**config.mk**
```make
export PLATFORM = sky130hd
export DESIGN_NAME = wb_arbiter
export DESIGN_NICKNAME = d
export VERILOG_FILES = /design/src/rtl/wb_pkg.sv /design/src/rtl/wb_arb_port.sv /design/src/rtl/wb_arbiter.sv
export SDC_FILE = /design/constraint.sdc
export NUM_CORES = 1
export LEC_CHECK = 0
export BUFFER_PORTS_ARGS = -buffer_cell sky130_fd_sc_hd__buf_2
export CAP_MARGIN = 20
export CORE_AREA = 2 2 39 41
export DETAILED_ROUTE_END_ITERATION = 10
export DIE_AREA = 0 0 41 43
export PLACE_DENSITY = 0.38
export SLEW_MARGIN = 10
export SYNTH_ARGS = -nofsm -noshare
export SYNTH_HDL_FRONTEND = slang
export SYNTH_SLANG_ARGS = --single-unit
```
**constraint.sdc**
```tcl
create_clock -name clk -period 2.7 [get_ports clk]
set_clock_uncertainty 0.15 [all_clocks]
set_input_delay 0.135 -clock clk [delete_from_list [all_inputs] [get_ports clk]]
set_output_delay 0.135 -clock clk [all_outputs]
set_load 0.02 [all_outputs]
```
**src/rtl/wb_pkg.sv**
```systemverilog
// wb_pkg: shared types and constants for the writeback arbiter
package wb_pkg;
   typedef enum logic {ARB_IDLE, ARB_HELD} arb_state_t;
   localparam int WB_CNT_W = 16;
endpackage

```
**src/rtl/wb_arb_port.sv**
```systemverilog
// wb_arb_port: one register-file port's arbiter (scalar pipeline vs. vector pipeline with a one-entry buffer)
module wb_arb_port
   import wb_pkg::*;
(
   input  logic clk,
   input  logic rst_n,
   input  logic scalar_req,
   input  logic vector_req,
   output logic wb_sel,
   output logic buffer_sel,
   output logic capture,
   output logic stall
);
   arb_state_t state;
   logic held;
   assign held = (state == ARB_HELD);
   // an entry stays buffered after a conflict in IDLE, or while the vector stream keeps refilling it in HELD
   always_ff @(posedge clk or negedge rst_n)
      if (!rst_n) state <= ARB_IDLE;
      else state <= (held ? vector_req : (scalar_req & vector_req)) ? ARB_HELD : ARB_IDLE;
   // HELD always drains the buffer; live vector wins in IDLE only when the scalar side is quiet
   always_comb begin
      wb_sel     = rst_n & (held | (vector_req & ~scalar_req));
      buffer_sel = rst_n & held;
      capture    = rst_n & vector_req & (held | scalar_req);
      stall      = rst_n & held & scalar_req;
   end
endmodule

```
**src/rtl/wb_arbiter.sv**
```systemverilog
// wb_arbiter: writeback arbitration for the REG and VEC ports; optional capture counter under WB_ARB_STATS_EN
module wb_arbiter
   import wb_pkg::*;
(
   input  logic clk,
   input  logic rst_n,
   input  logic scalar_reg_req,
   input  logic scalar_vec_req,
   input  logic vector_reg_req,
   input  logic vector_vec_req,
   output logic register_wb_sel,
   output logic vector_wb_sel,
   output logic buffer_register_sel,
   output logic buffer_vector_sel,
   output logic buffer_register,
   output logic buffer_vector,
   output logic scalar_stall
`ifdef WB_ARB_STATS_EN
   ,
   output logic [WB_CNT_W-1:0] buffer_count
`endif
);
   logic stall_reg, stall_vec;

   wb_arb_port u_reg (
      .clk(clk), .rst_n(rst_n), .scalar_req(scalar_reg_req), .vector_req(vector_reg_req),
      .wb_sel(register_wb_sel), .buffer_sel(buffer_register_sel), .capture(buffer_register), .stall(stall_reg)
   );

   wb_arb_port u_vec (
      .clk(clk), .rst_n(rst_n), .scalar_req(scalar_vec_req), .vector_req(vector_vec_req),
      .wb_sel(vector_wb_sel), .buffer_sel(buffer_vector_sel), .capture(buffer_vector), .stall(stall_vec)
   );

   // the scalar pipeline holds its whole writeback if either port is busy draining
   always_comb scalar_stall = stall_reg | stall_vec;

`ifdef WB_ARB_STATS_EN
   // count cycles with any capture, sticking at all-ones
   always_ff @(posedge clk or negedge rst_n)
      if (!rst_n) buffer_count <= '0;
      else if ((buffer_register | buffer_vector) && buffer_count != '1) buffer_count <= buffer_count + 1'b1;
`endif
endmodule

```
# --- After elaboration in Yosys (flattened, before gate mapping) ---
# Index checks and enable logic that the tools add are counted.
totals:
  ff_bits: 2
  latch_bits: 0
  ram_bits: 0
  mem_bits_ro: 0
  inputBits: 6
  elab_cells: 27
  n_memories: 0
classes:
  add_sub_neg: 0
  n_mul: 0
  div: 0
  magnitude_cmp: 0
  n_eq_ne: 0
  n_shift: 0
  muxes: 4
  bitwise: 21
  n_reduce_logical: 0
ops:
  columns: ["op", "count"]
  rows:
  - ["bitwise AND 1 bit", 14]
  - ["bitwise OR 1 bit", 5]
  - ["2-to-1 mux 1 bit", 4]
  - ["inverter 1 bit", 2]

# --- Longest topological paths before layout ---
# Gate-level depths: netlist (run 1).
depth:
  depth_word: 4
  depth_mapped: 2

# --- Cells and area by module ---
# From an unflattened synthesis (run 1), not the netlist that was laid out.
unflattened:
  hier_cells: 15
  hier_area_um2: 141.4
by_module_without_submodules:
  columns: ["mod", "instances", "cells_each", "area_per_inst_um2", "seq_area_each_um2"]
  rows:
  - ["wb_arb_port", 2, 7, 67.6, 25.0]
  - ["wb_arbiter", 1, 1, 6.3, 0.0]

# --- Worst setup path after synthesis (run 1) ---
# Ideal clock, no wire load.
synth_path:
  path_kind: "reg-to-output"
  startpoint: "reg u_vec.state (netlist: u_vec.held)"
  endpoint: "out buffer_vector"
  t_arrival_ns: 0.773
  setup_slack_ns: 1.642
  path_stages_with_launch: 3
  path_buffers: 0
  path_cell_list: "dfrtp_1 > o21a_1 > and2_1"
synth_via:
  elab_chain_cells: 2
synth_rtl:
  columns: ["element", "line", "rtl"]
  rows:
  - ["start: declaration", "wb_arb_port.sv:14", "arb_state_t state;"]
  - ["start signal: assignment", "wb_arb_port.sv:20", "else state <= (held ? vector_req : (scalar_req & vector_req)) ? ARB_HELD : ARB_IDLE;"]
  - ["bitwise OR 1 bit", "wb_arb_port.sv:25", "capture = rst_n & vector_req & (held | scalar_req);"]
  - ["bitwise AND 1 bit", "wb_arb_port.sv:25", null]
  - ["end: declaration", "wb_arbiter.sv:16", "output logic buffer_vector,"]
# No other way between the ends.

# --- Worst setup path after layout (run 1) ---
layout_path:
  startpoint: "in rst_n"
  endpoint: "out buffer_vector_sel"
layout_via:
  elab_chain_cells: 1
layout_rtl:
  columns: ["element", "line", "rtl"]
  rows:
  - ["start: declaration", "wb_arbiter.sv:6", "input logic rst_n,"]
  - ["bitwise AND 1 bit", "wb_arb_port.sv:24", "buffer_sel = rst_n & held;"]
  - ["end: declaration", "wb_arbiter.sv:14", "output logic buffer_vector_sel,"]
# No other way between the ends.

==> run_results.csv, run 1 <==
group,metric,value,unit
floorplan,dieWidth,41,um
placement,placed_area,213,um^2
min_path,worstHoldEndpoint,"u_vec.held$_DFF_PN0_",
min_path,hp-start,"vector_vec_req",
outcome,outcome,"finished, final reports clean",
timing,worst_pin_slew,156,ps
cells_and_area,stdcell_area,245,um^2
critical_path,regToRegEndpoint,"u_vec.held$_DFF_PN0_",
synth,yosys.area.top_type,"dfrtp_1",
timing,fmax,692,MHz
floorplan,start_util,9.58,%
grt,grt_pass1_wl,579,um
timing,tns,0,ps
grt,grt_pass1_vias,153,
critical_path,cp-end-kind,"primary output",
drt,drt_iter0_drc,0,
critical_path,critPathLaunch,"rst_n",
timing,drv_slew,0,
power,power.total,0.129,mW
clocking,clk_latency,220,ps
drt,routed-via-count,153,
clocking,numCtsBuffers,3,
floorplan,dieArea,1760,um^2
timing,min_period_over_period,53.5,%
drt,drc,0,
power,vdd_drop_max,171,uV
cells_and_area,n_antenna_cell,0,
synth,yosysMostFrequentCell,"o21a_1",
synth,yosysSeqAreaShare,37.7,%
clocking,clk_pin_slew,30,ps
synth,synth-async-reset-ratio,100,%
synth,ys_ff_latch,2,
min_path,hold_class,"input pin to flop",
drt,wl_per_cell,9.02,um
synth,yosysTopAreaCellShare,37.7,%
timing,relSlewSlack,89.6,%
critical_path,startpoint_type,"input pin",
critical_path,rr_startpoint,"u_vec.held$_DFF_PN0_",
drt,drt_first_pass_iters,1,
critical_path,cp_max_fo,9,
timing,setup_viol,0,
synth,ys_types,6,
synth,synth.top_cells.by_area,"dfrtp_1 38%, o21a_1 23%, and2_1 14%, nor2b_1 14%, a22oi_1 5.7%",
drt,ant_nets,0,
clocking,htree_num_levels,1,
min_path,hold_depth,2,
floorplan,fp.dieH,43,um
clocking,cts_resized,0,
timing,rsz0062_at_grt,"no",
grt,grt_max_degree,10,
synth,synth_fp_nets,20,
critical_path,regToRegSetupSlack,1840,ps
clocking,clock-root-buffer,"clkbuf_4",
drt,via_per_inst,3.33,
timing,min_period,1440,ps
power,p_leak,0.127,nW
grt,gr-total-overflow,0,
cells_and_area,drive_above_1_share,53.3,%
critical_path,arrival,1160,ps
run,drv_cap,0,
clocking,cts_num_sinks,2,
grt,grtUsageTotal,5.62,%
critical_path,cp_data_required_time,2410,ps
clocking,clk_path_buf_depth,2,
synth,avgSynthCellArea,9.47,um^2
drt,finalWirelength,415,um
placement,place_congestion,0.599,
floorplan,num_io_pins,13,
floorplan,placementRows,14,
floorplan,core_area,1380,um^2
power,power.density,525,nW/um^2
critical_path,path_class,"input pin to primary output",
synth,syn_inst,14,
synth,yosysWarningCount,0,
timing,hold_viol_final,0,
critical_path,reg2reg_depth,1,
synth,synthesis.area,133,um^2
synth,synth-main-ff-cell,"dfrtp_1",
cells_and_area,utilization,17.7,%
clocking,cts_tree,"done",
cells_and_area,nets,38,
cells_and_area,area_growth,84.9,%
synth,synth_edf_count,0,
placement,port_buffers,12,
synth,ys_top_cells_by_count,"4 x o21a_1, 3 x and2_1, 3 x nor2b_1",
grt,antenna_found_initial,0,
[through the flow]
step,setup WS (ps),instances,hold WS (ps)
floorplan,1640,14,-311
global placement,1540,42,-186
detailed placement,1540,42,-185
CTS,1250,46,2.98
global route,1210,46,17.8
finish,1260,46,12.9
[metal layers]
metal  part of all wire, %  global-route usage, %  up-vias
met5                     0                      0        -
met4                     0                   8.00        0
met3                    19                   2.62        0
met2                    29                   4.38       13
met1                    53                   8.01       58
li1                      -                      -       82
[report_power, final]
part | total [mW] | internal (mW) | switching (mW)
clock | 0.0646 | 0.0489 | 0.0156
combinational | 0.0302 | 0.0135 | 0.0167
sequential | 0.0341 | 0.0323 | 0.00187
total | 0.129 | 0.0947 | 0.0342
[how the worst max path moves through the flow]
stage / to / slack [ps]
detailed placement: buffer_vector / 1540
CTS: buffer_vector_sel / 1250
global route: scalar_stall / 1210
finish: buffer_vector_sel / 1260
floorplan: buffer_vector / 1640
global placement: buffer_register / 1540
[state kept, by name, summed over array words and instances, names as in the netlist]
signal / count
u_reg.held: 1
u_vec.held: 1
[cell type report]
cell class | count | area, um^2
Timing Repair Buffer | 13 | 70.1
Fill cell | 164 | 1140
Tap cell | 16 | 20.0
Multi-Input combinational cell | 12 | 82.6
Sequential cell | 2 | 50.0
Clock buffer | 3 | 22.5
[cell families (layout without fill, tap and decap cells)]
logic type / after synthesis / in the layout / share of synthesized area (%)
and+or+nand+nor: 7 / 7 / 34.0
buffers and inverters: 0 / 16 / 0
DFF: 2 / 2 / 37.7
AOI/OAI and AO/OA: 5 / 5 / 28.3
[worst max-delay path, cell delays in order]
cell,delay [ps]
dlygate4sd3_1,530
buf_2,170
and2_2,170
buf_2,150
[cells in the final DEF, fill, tap and decap left out, drive strengths merged]
cell and instances:
buf 12, and2 4, nor2b 3, dfrtp 2
clkbuf 3, o21a 4, a22oi 1, dlygate4sd3 1
[repair_timing]
action	in CTS	in global routing
endpoints found under the hold margin	2	0
hold buffers	1	0
setup buffers	0	0
Power figures use the tool's default switching activity.
==> run 2, diff against run 1 <==
clock period = 1.2 ns   (was 2.7 ns; I/O delays follow)
==> run 2 against run 1 <==
The run now ends with hold timing, setup timing left; sequential power up 120%; first-iteration DRC count unchanged; largest cell class is now non-clock buffers; power rose to 2.5 times the previous value; critical path type is now flop to primary output; sequential cell count did not move; hold slack got worse by 70 ps; routed wire length increased by 10%; highest routed layer unchanged; critical path depth is 1 lower; combinational power grew to 3.2 times the previous value; count of clock-buffer cells in the layout stayed put; cell count grew 6.5%; via count rose by 15%; core utilization increased by 4.6 points.
==> run_results.csv, run 2 (synthesized netlist as in run 1, its figures left out) <==
group,metric,value,unit
outcome,outcome,"finished with violations",
outcome,violations,"hold timing, setup timing",
placement,placed_area,213,um^2
drt,drt_iter0_drc,0,
floorplan,fp.dieH,43,um
critical_path,rr_startpoint,"u_reg.held$_DFF_PN0_",
clocking,cts_tree,"done",
timing,min_period_over_period,107,%
grt,grt_max_degree,9,
floorplan,placementRows,14,
power,p_sw,0.0863,mW
critical_path,path_delay_family,"flip-flops",
drt,drt_first_pass_iters,1,
cells_and_area,n_antenna_cell,0,
timing,relSlewSlack,91.4,%
drt,drc,0,
grt,grt_pass1_wl,745,um
placement,place_congestion,0.608,
cells_and_area,nets,41,
drt,routed-via-count,176,
cells_and_area,final_common_cell,"buf_2",
power,p_leak,0.152,nW
power,internal_power,0.237,mW
clocking,cts_hold_buf,1,
critical_path,arrival,1080,ps
grt,gr-total-overflow,0,
cells_and_area,drive_above_1_share,66.7,%
clocking,htree_num_levels,1,
power,power.density,1040,nW/um^2
timing,timing.final.ws_setup,-89.3,ps
timing,holdWs,-57.1,ps
floorplan,core_area,1380,um^2
critical_path,crit_path_cell_trace,"buf_4 > and2_2 > buf_2",
cells_and_area,final_cell_mix,"7 x buf_2, 5 x buf_6, 4 x o21a_1",
critical_path,cp-end-kind,"primary output",
timing,fmax,776,MHz
floorplan,dieWidth,41,um
cells_and_area,area_growth,133,%
critical_path,cp.buffers_inverters,2,
timing,min_period,1290,ps
min_path,hold_class,"input pin to flop",
clocking,clk_pin_slew,30,ps
grt,antenna_found_initial,0,
timing,hold_viol_final,2,
floorplan,start_util,9.58,%
power,clkPwrFrac,46.0,%
drt,via_per_inst,3.59,
placement,place_ws,114,ps
drt,finalWirelength,457,um
clocking,clk_path_buf_depth,2,
cells_and_area,stdcell_area,309,um^2
power,power_frac_comb,30.3,%
critical_path,cp_max_fo,3,
timing,worst_pin_slew,129,ps
floorplan,dieArea,1760,um^2
critical_path,startpoint_type,"flop",
cells_and_area,fill_cells,154,
power,vdd_drop_max,463,uV
drt,ant_nets,0,
grt,grtUsageTotal,6.83,%
clocking,numCtsBuffers,3,
run,drv_cap,0,
timing,setup_viol,7,
clocking,clk_latency,220,ps
grt,grt_pass1_vias,185,
critical_path,max_stage_delay,390,ps
timing,drv_slew,0,
critical_path,critPathLaunch,"u_vec.held$_DFF_PN0_",
critical_path,cp_data_required_time,990,ps
clocking,clock-root-buffer,"clkbuf_4",
timing,rsz0062_at_grt,"yes",
power,sw_frac_of_total,26.7,%
drt,wl_per_cell,9.33,um
min_path,hp-start,"vector_reg_req",
cells_and_area,regArea,50.0,um^2
floorplan,num_io_pins,13,
power,seqPwrFrac,23.7,%
placement,port_buffers,12,
critical_path,cp_slowest_cell,"dfrtp_1",
cells_and_area,multiInputGateArea,92.6,um^2
clocking,cts_num_sinks,2,
critical_path,path_class,"flop to primary output",
-- run 2: changes by cell type in the layout (fill, tap and decap cells not counted), sizes merged --
cell	delta
buf	+3
-- run 2: timing repair --
action                     4_1_cts  5_1_grt
setup endpoints to repair        3        7
setup buffers                    3        0
hold endpoints to repair         4        2
cloned                           0        0
pin swaps                        2        3
gates resized for setup          6        7
-- run 2: metal layers --
layer / GRT usage, % / up-vias / routed length (um)
met5: 0 / - / 0
met4: 8.00 / 0 / 0
met3: 5.24 / 0 / 107
met2: 7.50 / 13 / 177
met1: 7.10 / 75 / 172
li1: - / 88 / -
-- run 2: path summary, 6_finish.rpt --
| check | to | depth (start not counted) | slack, ps |
|---|---|---|---|
| max | buffer_vector_sel | 3 | -90 |
| min | u_reg.held$_DFF_PN0_ | 2 | -60 |
| max reg2reg | u_reg.held$_DFF_PN0_ | 1 | 350 |
| min reg2reg | u_vec.held$_DFF_PN0_ | 1 | 400 |
| max in group asynchronous | u_vec.held$_DFF_PN0_ | 2 | 670 |
| min in group asynchronous | u_reg.held$_DFF_PN0_ | 2 | 110 |
-- run 2: area by class of cell --
cell class              count  share of cell area (%)
well taps                  16                    6.48
repair buffers             16                    40.1
flip-flops and latches      2                    16.2
clock buffers               3                    7.29
multi-input cells          12                    30.0
-- run 2: per-stage QoR --
step / setup TNS [ps] / util [%] / std cells / hold slack, ps / power [mW]
finish: -478 / 22.3 / 49 / -57.1 / 0.323
global route: -842 / 22.3 / 49 / -64.4 / 0.353
CTS: -566 / 20.6 / 49 / -73.5 / 0.321
detailed placement: 0 / 15.4 / 42 / -266 / 0.143
global placement: 0 / 15.4 / 42 / -261 / 0.144
floorplan: 0 / - / 14 / -386 / 0.114
-- run 2: power by group through the flow --
stage / Sequential (mW) / Combinational [mW] / Clock (mW)
2_1_floorplan: 0.0766 / 0.0376 / 0
3_3_place_gp: 0.0775 / 0.0667 / 0
3_5_place_dp: 0.0776 / 0.0649 / 0
4_1_cts: 0.0758 / 0.0865 / 0.159
5_1_grt: 0.0772 / 0.105 / 0.171
6_report: 0.0765 / 0.0979 / 0.148
==> run 3, diff against run 2 <==
CTS_BUF_LIST = sky130_fd_sc_hd__clkbuf_4 sky130_fd_sc_hd__clkbuf_8 sky130_fd_sc_hd__clkbuf_16   (was unset)
RECOVER_POWER = 100   (was unset)
SLEW_MARGIN = 20   (was 10)
==> run 3 against run 2 <==
The flow still finishes with violations (hold timing, setup timing); fmax stayed put; via count stayed put; combinational power shrank 0.6%; global-route usage unchanged; worst setup slack is the same; critical path type unchanged; largest cell class unchanged; highest routed layer unchanged.
==> run_results.csv, run 3 (synthesized netlist as in run 1, its figures left out) <==
group,metric,value,unit
outcome,outcome,"finished with violations",
outcome,violations,"hold timing, setup timing",
drt,wl_per_cell,9.37,um
power,power.total,0.322,mW
timing,worst_pin_slew,301,ps
timing,setup_viol,7,
timing,timing.final.ws_setup,-89.3,ps
critical_path,arrival,1080,ps
timing,drv_slew,0,
floorplan,dieWidth,41,um
critical_path,rr_startpoint,"u_reg.held$_DFF_PN0_",
drt,ant_nets,0,
clocking,cts_hold_buf,1,
critical_path,path_class,"flop to primary output",
timing,fmax,776,MHz
grt,grt_max_degree,9,
cells_and_area,area_growth,132,%
floorplan,placementRows,14,
floorplan,dieArea,1760,um^2
min_path,hold_class,"input pin to flop",
placement,placed_area,213,um^2
critical_path,cp_max_fo,3,
drt,drt_first_pass_iters,1,
timing,hold_viol_final,2,
grt,grt_pass1_wl,745,um
cells_and_area,stdcell_count,49,
critical_path,startpoint_type,"flop",
grt,antenna_found_initial,0,
cells_and_area,final_common_cell,"buf_2",
placement,place_congestion,0.608,
run,drv_cap,0,
timing,relSlewSlack,79.9,%
floorplan,core_area,1380,um^2
power,power.density,1050,nW/um^2
grt,grt_pass1_vias,185,
critical_path,cp_data_required_time,990,ps
drt,finalWirelength,459,um
timing,holdWs,-57.1,ps
timing,min_period_over_period,107,%
timing,min_period,1290,ps
grt,gr-total-overflow,0,
drt,drt_iter0_drc,0,
critical_path,cp-end-kind,"primary output",
clocking,clk_path_buf_depth,2,
power,p_leak,0.149,nW
clocking,clock-root-buffer,"clkbuf_4",
cells_and_area,stdcell_area,308,um^2
clocking,clk_pin_slew,30,ps
placement,place_ws,114,ps
cells_and_area,utilization,22.2,%
min_path,hp-start,"vector_reg_req",
floorplan,num_io_pins,13,
clocking,cts_num_sinks,2,
drt,via_per_inst,3.59,
clocking,cts_tree,"done",
drt,drc,0,
placement,placed_cells,42,
clocking,clk_latency,220,ps
floorplan,start_util,9.58,%
cells_and_area,final_cell_mix,"6 x buf_2, 5 x buf_6, 4 x o21a_1",
drt,routed-via-count,176,
cells_and_area,n_antenna_cell,0,
floorplan,fp.dieH,43,um
clocking,numCtsBuffers,3,
power,vdd_drop_max,463,uV
clocking,htree_num_levels,1,
critical_path,critPathLaunch,"u_vec.held$_DFF_PN0_",
timing,rsz0062_at_grt,"yes",
timing,tns,-478,ps
placement,port_buffers,12,
cells_and_area,nets,41,
cells_and_area,drive_above_1_share,63.6,%
grt,grtUsageTotal,6.83,%
[run 3: cell types whose count changed in the layout (fill, tap and decap cells not counted), sizes merged]
cell | before | now
clkbuf | 3 | 4
buf | 15 | 14
[run 3: worst paths after layout]
check / to / slack (ps) / cells after the start
worst max-delay path: buffer_vector_sel / -90 / 3
worst min-delay path: u_reg.held$_DFF_PN0_ / -60 / 2
worst max register to register: u_reg.held$_DFF_PN0_ / 350 / 1
worst min register to register: u_vec.held$_DFF_PN0_ / 400 / 1
max in group asynchronous: u_vec.held$_DFF_PN0_ / 540 / 2
min in group asynchronous: u_reg.held$_DFF_PN0_ / 240 / 2
[run 3: area by class of cell]
cell class	instances	area, um^2
Tap cell	16	20.0
Clock buffer	3	22.5
Multi-Input combinational cell	12	92.6
Fill cell	155	1080
Sequential cell	2	50.0
Timing Repair Buffer	16	123
[run 3: per-layer routing]
metal,GRT usage [%],share of wire (%)
met1,7.10,38
met2,7.50,39
met3,5.24,24
met4,8.00,0
met5,0,0
[run 3: power by group]
| part | switching, mW | internal (mW) | total [mW] |
|---|---|---|---|
| Combinational | 0.0443 | 0.0531 | 0.0973 |
| Clock | 0.0381 | 0.110 | 0.148 |
| Sequential | 0.00392 | 0.0726 | 0.0765 |
[run 3: timing repair]
action,4_1_cts,5_1_grt
gates resized for setup,6,7
setup endpoints to repair,3,7
endpoints found under the hold margin,4,2
setup buffers,3,0
pin swaps,2,3
[run 3: worst max-delay path: stages, from the launching register on]
cell,delay (ps)
dfrtp_1,390
buf_4,140
and2_2,170
buf_2,150
